<file path="src/rtl/mips32_mem_dump_if.sv">
// Memory read port and output stream bundle for the MIPS32 data-memory dump engine.
// The master side is the dump engine; the slave side is the memory plus stream consumer.
interface mips32_mem_dump_if #(
  parameter int ADDR_W = 10,
  parameter int DATA_W = 32
);
  logic              mem_rd_en;
  logic [ADDR_W-1:0] mem_addr;
  logic [DATA_W-1:0] mem_rd_data;
  logic              out_valid;
  logic              out_ready;
  logic [ADDR_W-1:0] out_addr;
  logic [DATA_W-1:0] out_data;
  logic              out_last;

  modport master (
    output mem_rd_en, mem_addr, out_valid, out_addr, out_data, out_last,
    input  mem_rd_data, out_ready
  );

  modport slave (
    input  mem_rd_en, mem_addr, out_valid, out_addr, out_data, out_last,
    output mem_rd_data, out_ready
  );
endinterface

</file>
<file path="src/rtl/mips32_mem_dump.sv">
// Readback engine: streams a window of MIPS32 data-memory words on a valid/ready port.
// Optional MIPS32_DUMP_CHECKSUM_EN appends a modular-sum word after the data words.
module mips32_mem_dump #(
  parameter int ADDR_W = 10,
  parameter int DATA_W = 32,
  parameter int LEN_W  = 11
) (
  input  logic              clk1,
  input  logic              rst,
  input  logic              start,
  input  logic              halted,
  input  logic [ADDR_W-1:0] base_addr,
  input  logic [LEN_W-1:0]  len,
  output logic              busy,
  output logic              done,
  mips32_mem_dump_if.master dif
);

  typedef enum logic [2:0] {
    S_IDLE,
    S_REQ,
    S_WAIT,
    S_OUT,
    S_CSUM,
    S_DONE
  } state_t;

  state_t            state;
  state_t            state_nxt;
  logic [ADDR_W-1:0] cur;
  logic [LEN_W-1:0]  remaining;
  logic [ADDR_W-1:0] out_addr_q;
  logic [DATA_W-1:0] out_data_q;
  logic              out_last_q;
  logic              rd_en_c;
  logic              out_valid_c;
  logic              busy_c;
  logic              done_c;
  logic              hs;
  logic              last_word;
`ifdef MIPS32_DUMP_CHECKSUM_EN
  logic [DATA_W-1:0] acc;
`endif

  // Auto-dump on CPU halt is not part of this build; keep the input tied off.
  logic halted_unused;
  assign halted_unused = halted;

  assign hs        = out_valid_c && dif.out_ready;
  assign last_word = (remaining <= LEN_W'(1));

  always_ff @(posedge clk1) begin
    if (rst) begin
      state <= S_IDLE;
    end else begin
      state <= state_nxt;
    end
  end

  always_comb begin
    state_nxt   = state;
    rd_en_c     = 1'b0;
    out_valid_c = 1'b0;
    busy_c      = (state != S_IDLE);
    done_c      = 1'b0;
    case (state)
      S_IDLE: begin
        if (start) begin
          if (len != '0) begin
            state_nxt = S_REQ;
          end else begin
`ifdef MIPS32_DUMP_CHECKSUM_EN
            state_nxt = S_CSUM;
`else
            state_nxt = S_DONE;
`endif
          end
        end
      end
      S_REQ: begin
        rd_en_c   = 1'b1;
        state_nxt = S_WAIT;
      end
      S_WAIT: begin
        state_nxt = S_OUT;
      end
      S_OUT: begin
        out_valid_c = 1'b1;
        if (dif.out_ready) begin
          if (!last_word) begin
            state_nxt = S_REQ;
          end else begin
`ifdef MIPS32_DUMP_CHECKSUM_EN
            state_nxt = S_CSUM;
`else
            state_nxt = S_DONE;
`endif
          end
        end
      end
      S_CSUM: begin
        out_valid_c = 1'b1;
        if (dif.out_ready) begin
          state_nxt = S_DONE;
        end
      end
      S_DONE: begin
        done_c    = 1'b1;
        state_nxt = S_IDLE;
      end
      default: begin
        state_nxt = S_IDLE;
      end
    endcase
  end

  always_ff @(posedge clk1) begin
    if (rst) begin
      cur        <= '0;
      remaining  <= '0;
      out_addr_q <= '0;
      out_data_q <= '0;
      out_last_q <= 1'b0;
`ifdef MIPS32_DUMP_CHECKSUM_EN
      acc        <= '0;
`endif
    end else begin
      case (state)
        S_IDLE: begin
          if (start) begin
            cur       <= base_addr;
            remaining <= len;
`ifdef MIPS32_DUMP_CHECKSUM_EN
            acc       <= '0;
            if (len == '0) begin
              out_data_q <= '0;
              out_addr_q <= base_addr;
              out_last_q <= 1'b1;
            end
`endif
          end
        end
        // Read data arrives one cycle after the REQ strobe; register it for the stream.
        S_WAIT: begin
          out_data_q <= dif.mem_rd_data;
          out_addr_q <= cur;
`ifdef MIPS32_DUMP_CHECKSUM_EN
          out_last_q <= 1'b0;
          acc        <= acc + dif.mem_rd_data;
`else
          out_last_q <= (remaining == LEN_W'(1));
`endif
        end
        S_OUT: begin
          if (hs) begin
            cur       <= cur + 1'b1;
            remaining <= remaining - 1'b1;
`ifdef MIPS32_DUMP_CHECKSUM_EN
            if (last_word) begin
              out_data_q <= acc;
              out_addr_q <= cur + 1'b1;
              out_last_q <= 1'b1;
            end
`endif
          end
        end
        default: begin
        end
      endcase
    end
  end

  assign busy          = busy_c;
  assign done          = done_c;
  assign dif.mem_rd_en = rd_en_c;
  assign dif.mem_addr  = cur;
  assign dif.out_valid = out_valid_c;
  assign dif.out_addr  = out_addr_q;
  assign dif.out_data  = out_data_q;
  assign dif.out_last  = out_last_q;

endmodule

</file>
<file path="src/flat_wrapper.sv">
// flat-port wrapper written by rule: the top's interface ports become plain ports
module mips32_mem_dump_flat 
#(
  parameter int ADDR_W = 10,
  parameter int DATA_W = 32,
  parameter int LEN_W  = 11
)
  (clk1, rst, start, halted, base_addr, len, busy, done, dif_mem_rd_en, dif_mem_addr, dif_out_valid, dif_out_addr, dif_out_data, dif_out_last, dif_mem_rd_data, dif_out_ready);
  mips32_mem_dump_if #(.ADDR_W(ADDR_W), .DATA_W(DATA_W)) dif_i ();
  input  logic clk1;
  input  logic rst;
  input  logic start;
  input  logic halted;
  input  logic [ADDR_W-1:0] base_addr;
  input  logic [LEN_W-1:0] len;
  output logic busy;
  output logic done;
  output wire logic [$bits(dif_i.mem_rd_en)-1:0] dif_mem_rd_en;
  output wire logic [$bits(dif_i.mem_addr)-1:0] dif_mem_addr;
  output wire logic [$bits(dif_i.out_valid)-1:0] dif_out_valid;
  output wire logic [$bits(dif_i.out_addr)-1:0] dif_out_addr;
  output wire logic [$bits(dif_i.out_data)-1:0] dif_out_data;
  output wire logic [$bits(dif_i.out_last)-1:0] dif_out_last;
  input wire logic [$bits(dif_i.mem_rd_data)-1:0] dif_mem_rd_data;
  input wire logic [$bits(dif_i.out_ready)-1:0] dif_out_ready;
  assign dif_mem_rd_en = dif_i.mem_rd_en;
  assign dif_mem_addr = dif_i.mem_addr;
  assign dif_out_valid = dif_i.out_valid;
  assign dif_out_addr = dif_i.out_addr;
  assign dif_out_data = dif_i.out_data;
  assign dif_out_last = dif_i.out_last;
  assign dif_i.mem_rd_data = dif_mem_rd_data;
  assign dif_i.out_ready = dif_out_ready;
  mips32_mem_dump #(.ADDR_W(ADDR_W), .DATA_W(DATA_W), .LEN_W(LEN_W)) u_core (.clk1(clk1), .rst(rst), .start(start), .halted(halted), .base_addr(base_addr), .len(len), .busy(busy), .done(done), .dif(dif_i));
endmodule
</file>
<file path="config.mk">
export PLATFORM = sky130hd
export DESIGN_NAME = mips32_mem_dump_flat
export DESIGN_NICKNAME = d
export VERILOG_FILES = /design/src/rtl/mips32_mem_dump_if.sv /design/src/rtl/mips32_mem_dump.sv /design/src/flat_wrapper.sv
export SDC_FILE = /design/constraint.sdc
export NUM_CORES = 1
export LEC_CHECK = 0
export BUFFER_PORTS_ARGS = -buffer_cell sky130_fd_sc_hd__buf_2
export CAP_MARGIN = 20
export CORE_UTILIZATION = 25
export CTS_BUF_LIST = sky130_fd_sc_hd__clkbuf_8
export DETAILED_ROUTE_END_ITERATION = 6
export PLACE_DENSITY = 0.5
export SLEW_MARGIN = 20
export SYNTH_ARGS = -nofsm -noshare
export SYNTH_HDL_FRONTEND = slang
export SYNTH_SLANG_ARGS = --single-unit
</file>
<file path="constraint.sdc">
create_clock -name clk1 -period 2.1 [get_ports clk1]
set_input_delay 0.105 -clock clk1 [delete_from_list [all_inputs] [get_ports clk1]]
set_output_delay 0.105 -clock clk1 [all_outputs]
set_load 0.005 [all_outputs]
</file>
==> results of run 1 <==
registers in the layout, summed over array words and instances, names as in the netlist:
register,count
u_core.dif.out_addr,10
u_core.dif.out_last,1
u_core.dif.out_data,32
u_core.state,3
u_core.dif.mem_addr,10
u_core.remaining,11
where the power goes:
group | switching, mW | total (mW) | internal (mW)
Clock | 0.520 | 1.19 | 0.666
Sequential | 0.0667 | 1.42 | 1.36
Combinational | 0.319 | 0.601 | 0.282
cells by family after synthesis:
| group | count (synthesis) |
|---|---|
| simple gates | 156 |
| compound gates | 119 |
| flops | 67 |
| buf+inv | 40 |
| fa+ha+maj | 3 |
final cells by class:
cell class,count,area [um^2],share of cell area
clock buffer,9,124,0.0291
clock inverter,7,93.8,0.0220
tap,143,179,0.0420
inverter,12,45.0,0.0106
sequential,67,1340,0.315
timing repair buffer,157,993,0.233
multi-input combinational,278,1480,0.348
metrics by stage:
| step | cell area, um^2 | setup slack [ns] |
|---|---|---|
| floorplan | 2970 | 0.193 |
| global placement | 3750 | 0.172 |
| detailed placement | 3750 | 0.166 |
| CTS | 4260 | 0.143 |
| global route | 4260 | 0.118 |
| finish | 4260 | 0.140 |
synthesized netlist by cell type, types with 4 or more instances:
library cell,count
inv_1,12
dfxtp_1,67
nor3b_1,4
clkbuf_1,27
nand3b_1,4
a211oi_1,8
nor2_1,13
nor3_1,5
a21oi_1,63
nand2_1,101
o21ai_0,14
nor4_1,5
o32ai_1,7
nand3_1,6
layer usage:
layer	vias up	share of wire
met2	108	0.46
li1	1629	-
met3	8	0.054
met5	-	0
met1	1495	0.48
met4	0	0.0097
path summary, 6_finish.rpt:
path	start	to	slack [ns]	cells after the start
max reg2reg	u_core.remaining[6]$_SDFFE_PP0P_	u_core.dif.out_last$_SDFFE_PP0P_	0.14	4
min reg2reg	u_core.dif.out_data[9]$_SDFFE_PP0P_	u_core.dif.out_data[9]$_SDFFE_PP0P_	0.45	2
max	u_core.remaining[6]$_SDFFE_PP0P_	u_core.dif.out_last$_SDFFE_PP0P_	0.14	4
min	dif_mem_rd_data[4]	u_core.dif.out_data[4]$_SDFFE_PP0P_	0.02	3
worst max-delay path, stage by stage (launching register included):
cell	delay [ns]
dfxtp_1	0.35
or4_4	0.54
or4b_4	0.53
or3_1	0.34
a21oi_2	0.13
==> results.toml, run 1 <==
[timing]
post-route-period-util = 0.933
setup_violations = 0
tightest_slew_ns = 0.593
slew_viol_final = 0
fmax_mhz = 510
setup_tns_ns = 0
rsz0062_at_grt = "no"
holdWs_ns = 0.0157
finalCriticalPeriod_ns = 1.96
slew_headroom = 0.605
hold_viol = 0
clock_skew_ns = 0.0108

[floorplanning]
fp.dieW_um = 111
core_um2 = 11500
die_y_um = 111
ios = 115
initial_utilization = 0.259
dieArea_um2 = 12300
placementRows = 39

[worst_setup_path]
endpoint_kind = "flip-flop"
cp-start-kind = "flip-flop"
cp_max_fo = 5
required_ns = 2.37
critical_path_class = "reg2reg"
crit_arrival_ns = 2.23

[cts]
clk_latency_ns = 0.34
cts_max_level = 3
clkSlewWorstSetupHoldPaths_ns = 0.08
cts_hold_buffers = 29
post_cts_buffers = 0
cts_tree = "built"
cts_resized = 0
clk_path_buf_depth = 2
cts-root-buf = "clkbuf_8"
numCtsBuffers = 9
clkSinkCount = 67

[synth]
synth-edff-count = 0
synth_top_family_by_area = "compound AO/OA/AOI/OAI gates"
synth_area_per_cell_um2 = 7.71
syn_area_um2 = 2970
synthSimpleGateAreaFrac = 0.240
synth_top_area_frac = 0.452
async_flop_share = 0
synthXorXnorAreaFrac = 0
synth_fp_nets = 446
seq_area_frac_synth = 0.452
synth-adder-area-share = 0.0127
muxShareOfSynthArea = 0
synth.distinct_cells = 47
synth_ff_type = "dfxtp_1"
synth_area_leaders = "dfxtp_1 45%, nand2_1 13%, a21oi_1 11%, clkbuf_1 3.4%, o21ai_0 2.4%"
yosysWarnings = 0
synth_compound_area_frac = 0.245
synth_seq_cells = 67
netlist_instances = 385
synth_area_leader_cell = "dfxtp_1"

[grt]
gr-usage-met2 = 0.242
grtUsageMet3 = 0.0301
grt_busiest_layer = "met2"
antenna_found_initial = 0
grt_use_total = 0.149
grt_use_met1 = 0.196
grt-ovfl-total = 0
grt_max_degree = 44
grt_pass1_vias = 3018
grt_pass1_wl_um = 14900

[job]
cap_violations = 0

[layout]
final_core_util = 0.371
fillerInstances = 1204
antenna_cells = 0
fin_nets = 586
final_cell_mix = "113 x buf_2, 101 x nand2_1, 67 x dfxtp_1"
area_growth_pct = 43.5
drive_gt1_frac = 0.285
stdcell_count = 673
final_common_cell = "buf_2"

[route]
vias = 3240
wl_per_cell_um = 13.6
antenna_left = 0
vias_per_cell = 4.81
drc_errors = 0
dr.pass1.iters = 4
wl_um = 9130
drtIter0Drc = 191

[outcome]
outcome = "complete, no violations"

[power_and_ir_drop]
power_density_nw_per_um2 = 754
cellLeakagePower_nw = 1.80
ir_worst_vdd_mv = 0.368
p_total_mw = 3.21

[placed_design]
dp_cells = 628
portBuffers = 113
place_hpwl_um = 6320
place_congestion = 0.864

[hold_path]
hp-class = "in2reg"
Power figures use the tool's default switching activity.
==> run 2: changes to the inputs <==
--- a/config.mk
+++ b/config.mk
@@ -11,6 +11,7 @@
 export CTS_BUF_LIST = sky130_fd_sc_hd__clkbuf_8
 export DETAILED_ROUTE_END_ITERATION = 6
 export PLACE_DENSITY = 0.5
+export RECOVER_POWER = 100
 export SLEW_MARGIN = 20
 export SYNTH_ARGS = -nofsm -noshare
 export SYNTH_HDL_FRONTEND = slang
==> run 2 against run 1 <==
Compared with the run above:
- first-iteration DRC count fell by 2.1%
- critical path depth unchanged
- count of clock-buffer cells in the layout unchanged
- maximum frequency shrank 2.2%
- largest power group unchanged
- largest cell class unchanged
- setup slack got worse by 0.044 ns
- via count down 0.49%
- hold slack worse by 0.0010 ns
- final cell count stayed put
- sequential share of layout area is 0.43 points higher
==> results.toml, run 2 (synthesized netlist as in run 1, its figures left out) <==
[power_and_ir_drop]
power_density_nw_per_um2 = 761
ir_worst_vdd_mv = 0.367
cellLeakagePower_nw = 1.67

[route]
drc_errors = 0
vias_per_cell = 4.79
wl_per_cell_um = 13.7
vias = 3224
antenna_left = 0
wl_um = 9190
drtIter0Drc = 187
dr.pass1.iters = 4

[timing]
fmax_mhz = 499
finalCriticalPeriod_ns = 2.00
tightest_slew_ns = 0.599
post-route-period-util = 0.955
finalWorstSetupSlack_ns = 0.0955
slew_headroom = 0.601
setup_violations = 0
rsz0062_at_grt = "no"
setup_tns_ns = 0
clock_skew_ns = 0.0120
hold_viol = 0
slew_viol_final = 0

[cts]
clk_path_buf_depth = 2
cts_resized = 0
clkSinkCount = 67
clk_latency_ns = 0.34
cts_max_level = 3
clkSlewWorstSetupHoldPaths_ns = 0.08
cts-root-buf = "clkbuf_8"
cts_tree = "built"
numCtsBuffers = 9

[floorplanning]
ios = 115
die_y_um = 111
core_um2 = 11500
initial_utilization = 0.259
dieArea_um2 = 12300
placementRows = 39
fp.dieW_um = 111

[layout]
final_common_cell = "nand2_1"
antenna_cells = 0
drive_gt1_frac = 0.228
area_growth_pct = 41.5
seq_area_um2 = 1340
multiInputGateArea_um2 = 1480
largest_register_ffs = 32
fillerInstances = 1220
fin_nets = 586
final_cell_mix = "101 x nand2_1, 85 x buf_2, 67 x dfxtp_1"

[placed_design]
pre_cts_ws_ns = 0.166
place_congestion = 0.864
portBuffers = 113
place_hpwl_um = 6320

[worst_setup_path]
endpoint_kind = "flip-flop"
crit_arrival_ns = 2.27
cpPeakStageDelay_ns = 0.58
cp_cell_sequence = "or4_1, or4b_4, or3_1, a21oi_2"
cp_slowest_cell = "or4_1"
cp-start-kind = "flip-flop"
cp_max_fo = 5
required_ns = 2.37
critical_path_class = "reg2reg"

[grt]
grt_pass1_vias = 3018
grt_max_degree = 44
grt-ovfl-total = 0
grt_use_total = 0.149
antenna_found_initial = 0
grt_pass1_wl_um = 14900

[job]
cap_violations = 0

[outcome]
outcome = "complete, no violations"

[hold_path]
hp-class = "in2reg"
run 2: worst paths after layout:
check | start | to | slack (ns) | cells past startpoint
setup / recovery | u_core.remaining[6]$_SDFFE_PP0P_ | u_core.dif.out_last$_SDFFE_PP0P_ | 0.1 | 4
setup reg to reg | u_core.remaining[6]$_SDFFE_PP0P_ | u_core.dif.out_last$_SDFFE_PP0P_ | 0.1 | 4
hold / removal | dif_mem_rd_data[4] | u_core.dif.out_data[4]$_SDFFE_PP0P_ | 0.01 | 3
hold reg to reg | u_core.dif.out_data[9]$_SDFFE_PP0P_ | u_core.dif.out_data[9]$_SDFFE_PP0P_ | 0.46 | 2
run 2: cell type report:
class,count,share of cell area
clock buffers,9,0.0295
clock inverters,7,0.0223
inverters,12,0.0107
multi-input cells,278,0.352
flip-flops and latches,67,0.319
well taps,143,0.0426
repair buffers,157,0.224
run 2: timing repair:
item / CTS / global route
endpoints found under the hold margin: 29 / 0
hold buffers: 29 / 0
setup buffers: 0 / 0
run 2: where the power goes:
part | internal [mW] | switching (mW)
logic | 0.265 | 0.318
registers | 1.36 | 0.0675
clock network | 0.666 | 0.523
total | 2.29 | 0.909
run 2: routing by layer:
metal  wire length [um]  global-route usage  vias to the layer above  share of wire
met1               4420               0.196                     1478           0.48
met2               4190               0.242                      106           0.46
met4                 93              0.0507                        0          0.010
li1                   -                   -                     1631              -
met5                  0                   0                        -              0
met3                495              0.0301                        9          0.054
run 2: metrics by stage:
| step | cells | power (mW) | instance area [um^2] | utilization | hold WS [ns] |
|---|---|---|---|---|---|
| after floorplan | 385 | 1.76 | 2970 | - | 0.241 |
| after global placement | 628 | 2.00 | 3750 | 0.327 | 0.347 |
| after detailed placement | 628 | 2.01 | 3750 | 0.327 | 0.353 |
| after CTS | 673 | 3.26 | 4260 | 0.371 | 0.00296 |
| after global routing | 673 | 3.39 | 4200 | 0.366 | 0.0169 |
| final | 673 | 3.20 | 4200 | 0.366 | 0.0147 |
run 2: worst max-delay path, delay by kind of cell, from the launching register on:
family | cells | cell delay [ns]
and+or+nand+nor | 3 | 1.47
DFF | 1 | 0.34
AOI/OAI and AO/OA | 1 | 0.13
